<file path="src/rtl/mp_dist_ram_pkg.sv">
// mp_dist_ram_pkg -- shared definitions for the multi-port distributed RAM.
//   state_t     : controller state encoding (ST_CLEAR = 0, ST_RUN = 1)
//   byte_merge  : per-byte select between stored and incoming data
// Optional feature macro used by the block: MP_DIST_RAM_BYPASS_EN.
package mp_dist_ram_pkg;

  typedef enum logic {
    ST_CLEAR = 1'b0,
    ST_RUN   = 1'b1
  } state_t;

  // Returns the incoming byte when its enable is set, else the stored byte.
  function automatic logic [7:0] byte_merge(
    input logic [7:0] old_b,
    input logic [7:0] new_b,
    input logic       en
  );
    return en ? new_b : old_b;
  endfunction

endpackage

</file>
<file path="src/rtl/mp_dist_ram_rdport.sv">
// mp_dist_ram_rdport -- one registered read port of mp_dist_ram.
// Optional feature macro: MP_DIST_RAM_BYPASS_EN (write-to-read forwarding).
// Ports:
//   clk, rst_n    : clock, synchronous active-low reset
//   i_run         : controller is in RUN; reads are accepted only then
//   i_rd_en       : read request for this port
//   i_ram_q       : asynchronous RAM word at this port's address
//   i_byp_hit     : an accepted write targets this port's address this cycle
//   i_byp_word    : the merged word being written on this edge
//   o_rd_data     : registered read data (holds when no read is accepted)
//   o_rd_valid    : one-cycle strobe per accepted read
module mp_dist_ram_rdport #(
  parameter int DATA_W = 16
) (
  input  logic              clk,
  input  logic              rst_n,
  input  logic              i_run,
  input  logic              i_rd_en,
  input  logic [DATA_W-1:0] i_ram_q,
  input  logic              i_byp_hit,
  input  logic [DATA_W-1:0] i_byp_word,
  output logic [DATA_W-1:0] o_rd_data,
  output logic              o_rd_valid
);

  logic              w_rd_acc;
  logic [DATA_W-1:0] w_next_data;
  logic [DATA_W-1:0] r_rd_data;
  logic              r_rd_valid;

  assign w_rd_acc = i_run & i_rd_en;

`ifdef MP_DIST_RAM_BYPASS_EN
  // Forward the word being written so the read sees the post-write value.
  assign w_next_data = i_byp_hit ? i_byp_word : i_ram_q;
`else
  // Read-before-write: the array still holds the old word on this edge.
  assign w_next_data = i_ram_q;
  logic w_unused_bypass;
  assign w_unused_bypass = ^{i_byp_hit, i_byp_word};
`endif

  always_ff @(posedge clk) begin
    if (!rst_n) begin
      r_rd_data  <= '0;
      r_rd_valid <= 1'b0;
    end else begin
      r_rd_valid <= w_rd_acc;
      if (w_rd_acc) begin
        r_rd_data <= w_next_data;
      end
    end
  end

  assign o_rd_data  = r_rd_data;
  assign o_rd_valid = r_rd_valid;

endmodule

</file>
<file path="src/rtl/mp_dist_ram.sv">
// mp_dist_ram -- DEPTH x DATA_W distributed RAM, one byte-enabled write port,
// NUM_RD registered read ports, self-clearing after reset.
// Optional feature macro: MP_DIST_RAM_BYPASS_EN. When defined, a read of the
// address being written on the same edge returns the new (merged) word;
// otherwise it returns the old word.
// Ports:
//   clk, rst_n   : clock, synchronous active-low reset
//   wr_en/addr/be/data, wr_ready : write port
//   rd_en, rd_addr (packed NUM_RD*ADDR_W) : read requests
//   rd_data (packed NUM_RD*DATA_W), rd_valid : registered read results
//   init_done    : post-reset clear sweep finished
//   dbg_state    : controller state, for observation only
//
// Handshakes: a write is accepted on a rising edge where wr_en && wr_ready;
// a write with wr_ready low is dropped, never held. A read on port p is
// accepted on an edge where rd_en[p] && init_done, and rd_valid[p] is high
// for exactly the cycle after each accepted read. There is no back-pressure
// on reads.
module mp_dist_ram
  import mp_dist_ram_pkg::*;
#(
  parameter int DATA_W = 16,
  parameter int ADDR_W = 6,
  parameter int NUM_RD = 4
) (
  input  logic                     clk,
  input  logic                     rst_n,
  input  logic                     wr_en,
  input  logic [ADDR_W-1:0]        wr_addr,
  input  logic [DATA_W/8-1:0]      wr_be,
  input  logic [DATA_W-1:0]        wr_data,
  output logic                     wr_ready,
  input  logic [NUM_RD-1:0]        rd_en,
  input  logic [NUM_RD*ADDR_W-1:0] rd_addr,
  output logic [NUM_RD*DATA_W-1:0] rd_data,
  output logic [NUM_RD-1:0]        rd_valid,
  output logic                     init_done,
  output state_t                   dbg_state
);

  localparam int DEPTH  = 2 ** ADDR_W;
  localparam int NBYTES = DATA_W / 8;

  // Controller
  state_t            r_state;
  state_t            w_state_nxt;
  logic [ADDR_W-1:0] r_clr_ptr;
  logic [ADDR_W-1:0] w_clr_ptr_nxt;
  logic              w_run;

  always_ff @(posedge clk) begin
    if (!rst_n) begin
      r_state   <= ST_CLEAR;
      r_clr_ptr <= '0;
    end else begin
      r_state   <= w_state_nxt;
      r_clr_ptr <= w_clr_ptr_nxt;
    end
  end

  always_comb begin
    w_state_nxt   = r_state;
    w_clr_ptr_nxt = r_clr_ptr;
    w_run         = 1'b0;
    case (r_state)
      ST_CLEAR: begin
        w_clr_ptr_nxt = r_clr_ptr + ADDR_W'(1);
        // Leave CLEAR on the edge that zeroes the last word.
        if (r_clr_ptr == {ADDR_W{1'b1}}) begin
          w_state_nxt = ST_RUN;
        end
      end
      ST_RUN: begin
        w_run = 1'b1;
      end
      default: begin
        w_state_nxt = ST_CLEAR;
      end
    endcase
  end

  assign wr_ready  = w_run;
  assign init_done = w_run;
  assign dbg_state = r_state;

  // Storage. No reset on the array: only the clear sweep zeroes it.
  logic [DATA_W-1:0] r_mem [DEPTH];

  logic              w_wr_acc;
  logic [DATA_W-1:0] w_old_word;
  logic [DATA_W-1:0] w_merged;
  logic              w_mem_we;
  logic [ADDR_W-1:0] w_mem_addr;
  logic [DATA_W-1:0] w_mem_din;

  assign w_wr_acc   = wr_en & w_run;
  assign w_old_word = r_mem[wr_addr];

  for (genvar b = 0; b < NBYTES; b++) begin : g_merge
    assign w_merged[8*b +: 8] = byte_merge(w_old_word[8*b +: 8],
                                           wr_data[8*b +: 8], wr_be[b]);
  end

  // rst_n gates the write so an asserted reset never disturbs contents.
  assign w_mem_we   = rst_n & (~w_run | (w_wr_acc & (|wr_be)));
  assign w_mem_addr = w_run ? wr_addr  : r_clr_ptr;
  assign w_mem_din  = w_run ? w_merged : '0;

  always_ff @(posedge clk) begin
    if (w_mem_we) begin
      r_mem[w_mem_addr] <= w_mem_din;
    end
  end

  // Read ports
  for (genvar p = 0; p < NUM_RD; p++) begin : g_rd
    logic [ADDR_W-1:0] w_addr;
    logic [DATA_W-1:0] w_q;
    logic              w_hit;

    assign w_addr = rd_addr[p*ADDR_W +: ADDR_W];
    assign w_q    = r_mem[w_addr];
    assign w_hit  = w_wr_acc & (w_addr == wr_addr);

    mp_dist_ram_rdport #(
      .DATA_W(DATA_W)
    ) u_rdport (
      .clk        (clk),
      .rst_n      (rst_n),
      .i_run      (w_run),
      .i_rd_en    (rd_en[p]),
      .i_ram_q    (w_q),
      .i_byp_hit  (w_hit),
      .i_byp_word (w_merged),
      .o_rd_data  (rd_data[p*DATA_W +: DATA_W]),
      .o_rd_valid (rd_valid[p])
    );
  end

endmodule

</file>
<file path="config.mk">
export PLATFORM = sky130hd
export DESIGN_NAME = mp_dist_ram
export DESIGN_NICKNAME = d
export VERILOG_FILES = /design/src/rtl/mp_dist_ram_pkg.sv /design/src/rtl/mp_dist_ram_rdport.sv /design/src/rtl/mp_dist_ram.sv
export SDC_FILE = /design/constraint.sdc
export NUM_CORES = 2
export LEC_CHECK = 0
export CORE_MARGIN = 8
export CORE_UTILIZATION = 35
export DETAILED_ROUTE_END_ITERATION = 6
export GPL_TIMING_DRIVEN = 1
export PLACE_DENSITY = 0.59
export SKIP_LAST_GASP = 1
export SLEW_MARGIN = 20
export SYNTH_ARGS = -nofsm -noshare
export SYNTH_HDL_FRONTEND = slang
export SYNTH_SLANG_ARGS = --single-unit
</file>
<file path="constraint.sdc">
create_clock -name clk -period 5.77 [get_ports clk]
set_clock_uncertainty 0.05 [all_clocks]
set_input_delay 1.154 -clock clk [delete_from_list [all_inputs] [get_ports clk]]
set_output_delay 1.154 -clock clk [all_outputs]
set_load 0.03 [all_outputs]
</file>
==> results.cfg <==
[global_route]
antenna_found_initial = 17
grt_first_pass_wirelength_um = 420900
grt_pass1_vias = 49110
grt_start_max_net_pins = 83
grt_use_total = 0.2667
grt-ovfl-total = 0

[setup_path]
slowest_delay_ps = 1120
cpMostUsedCell = buf_4
cpLargestDelayFamily = simple AND/OR/NAND/NOR gates
path_buf_inv = 3
crit_path_start_kind = input port
crit_fanout = 33
crit_path_end_kind = flip-flop
critical-path-slowest-cell = nor2_4
crit_chain = clkdlybuf4s50_1 > nor2_4 > o21ai_0 > nor3_1 > nor4_1 > buf_4 > o221ai_4 > buf_4
cp.required_ps = 6250
crit_arrival_ps = 5020
critical_path_class = in -> reg

[final_layout]
utilization = 0.4008
layout-drive-gt1-share = 0.4665
fin_cells = 7158
nets = 4300
multi_input_area_mm2 = 0.03986
syn_to_final_growth_pct = 13.94
register_area_mm2 = 0.03225
num-fill-cells = 18730

[sta]
slew_headroom = 0.1030
worstMarginPinSlew_ps = 1346
grt_setup_unrepaired = false
period_needed_ps = 4544
tns_ps = 0
period_share = 0.7876
finalSetupViolations = 0
drv_slew = 0
hold_viol_final = 0
max_freq_ghz = 0.2201

[status]
status = finished, final reports clean

[pwr]
vdd_drop_max_mv = 0.2546
powerDensity_mw_per_mm2 = 233.3
leakagePower_nw = 27.39

[clocking]
htreeDepth = 3
numClockSinks = 1099
postCtsHoldBufs = 0
root_buffer = clkbuf_16
numCtsBuffers = 115
postCtsSetupBuffers = 0
cts_tree = yes
ctsResizeCount = 0
clkLatencyLatePin_ps = 780
clk_pin_slew_ps = 70
clockBufferDepth = 3

[synth]
synth_top_area_share = 0.4176
synth_area_mm2 = 0.07364
avgSynthCellArea_um2 = 17.57
yosysSeqAreaShare = 0.4380
ys.warnings.count = 0
syn_nets = 4248
synthTopCellsByArea = edfxtp_1 (42%), mux4_2 (38%), mux2_2 (3.0%)
synth_top_cell_by_area = edfxtp_1
ys_seq_elements = 1099
netlist_instances = 4192
yosysUniqueCellTypes = 44

[placement]
hpwl_um = 204000
port_buffers = 125
dp.cells = 6932
place.gp.congestion = 0.9674

[drt]
drcViolationCount = 0
vias = 51990
drt_first_pass_iters = 6
wl_um = 310000
drt_iter0_drc = 9210
via_per_inst = 7.263
wl_per_cell_um = 43.31
ant_nets = 0

[min_path]
hold_path_class = reg -> reg

[floorplanning]
die_y_um = 474.7
core-area_mm2 = 0.2094
row_count = 168
dieArea_mm2 = 0.2253
die_width_um = 474.7
io_pins = 126
start_util = 0.3517

[job]
max_cap_viol_count = 0
[layout make-up]
class | instances | area share
timing repair buffer | 399 | 0.04845
multi-input combinational | 2625 | 0.4751
antenna | 8 | 0.0002386
tap | 2805 | 0.04183
clock buffer | 145 | 0.03762
sequential | 1099 | 0.3844
clock inverter | 73 | 0.01223
inverter | 4 | 0.0001789
[worst reg2reg max path, delay by kind of cell (launching register included)]
kind	cells	cell delay, ps
AO/OA/AOI/OAI	1	980
buffers and inverters	2	940
flip-flops	1	750
AND/OR/NAND/NOR	3	940
[logic make-up (layout without fill, tap and decap cells)]
logic type                 Yosys count  count (layout)  share of synthesized area
buffers and inverters              468             621                    0.02905
xor gates and xnor gates             4               4                  0.0004757
muxes                             1603            1603                     0.4412
DFF                               1099            1099                     0.4380
other                                0               8                          0
and+or+nand+nor                    345             345                    0.02465
AOI/OAI and AO/OA                  672             672                    0.06654
adders and majority gates            1               1                  0.0001699
[cells in the final DEF (no fill, tap or decap), types with 66 or more instances in the layout]
master / count
mux4_2: 1231
edfxtp_1: 1024
buf_4: 214
mux2_2: 193
mux2i_1: 130
o22ai_1: 129
a22oi_1: 128
clkbuf_16: 120
clkdlybuf4s50_1: 103
dfxtp_1: 74
nor2b_1: 67
o21ai_0: 66
nor2_2: 66
[stage by stage]
stage / power [W] / area [µm²] / hold WS (ps) / worst slack (ps)
3_5_place_dp: 0.01132 / 79700 / 507.7 / 668.9
3_3_place_gp: 0.01132 / 79680 / 506.9 / 721.4
2_1_floorplan: 0.01045 / 73640 / 463.7 / 646.3
5_1_grt: 0.01991 / 83890 / 568.2 / 1246
6_report: 0.01957 / 83910 / 520.9 / 1226
4_1_cts: 0.01957 / 83890 / 514.4 / 1478
[sequential cells by signal (all words and copies together), names as in the netlist]
name and cells:
r_mem 1024, r_clr_ptr 6, g_rd.u_rdport.o_rd_valid 4, g_rd.u_rdport.o_rd_data 64, dbg_state 1
[cell usage after synthesis (all sizes together)]
cell type,n
mux2i,130
o21a,1
a211oi,64
xnor2,4
mux4,1280
a211o,64
a21boi,5
nor3b,5
and3,12
nor2,77
a21oi,65
o31ai,1
nand2b,8
nand3b,4
or3,1
o22ai,129
a221o,64
a22oi,128
mux2,193
nor3,64
buf,266
nor2b,72
a32o,1
and2,4
clkbuf,198
nand2,28
dfxtp,75
or2,5
o221ai,16
and4,4
edfxtp,1024
a22o,64
ha,1
nand3,25
nor4,32
inv,4
and3b,4
o32ai,3
o21ai,67
[path summary, 6_finish.rpt]
| check | to | slack (ps) | from | cells after the start |
|---|---|---|---|---|
| max | r_mem[47][13]$_DFFE_PP_ | 1230 | wr_addr[1] | 8 |
| min reg2reg | dbg_state$_SDFF_PN0_ | 520 | r_clr_ptr[3]$_SDFFE_PN0N_ | 2 |
| min | dbg_state$_SDFF_PN0_ | 520 | r_clr_ptr[3]$_SDFFE_PN0N_ | 2 |
| max reg2reg | r_mem[30][1]$_DFFE_PP_ | 1770 | dbg_state$_SDFF_PN0_ | 6 |
[routing by layer]
metal / track usage / wire [µm] / part of all wire / up-vias
met4: 0.1756 / 25710 / 0.083 / 14
li1: - / - / - / 19160
met1: 0.3291 / 103600 / 0.33 / 27320
met3: 0.08779 / 42620 / 0.14 / 897
met2: 0.4016 / 138000 / 0.45 / 4596
met5: 0 / 92 / 0.00030 / -
[power by group]
part / switching, W / internal (W) / total (W)
logic: 0.00142 / 0.00115 / 0.00257
clock network: 0.00346 / 0.00491 / 0.00837
registers: 0.0000245 / 0.00860 / 0.00863
Power figures use the tool's default switching activity.
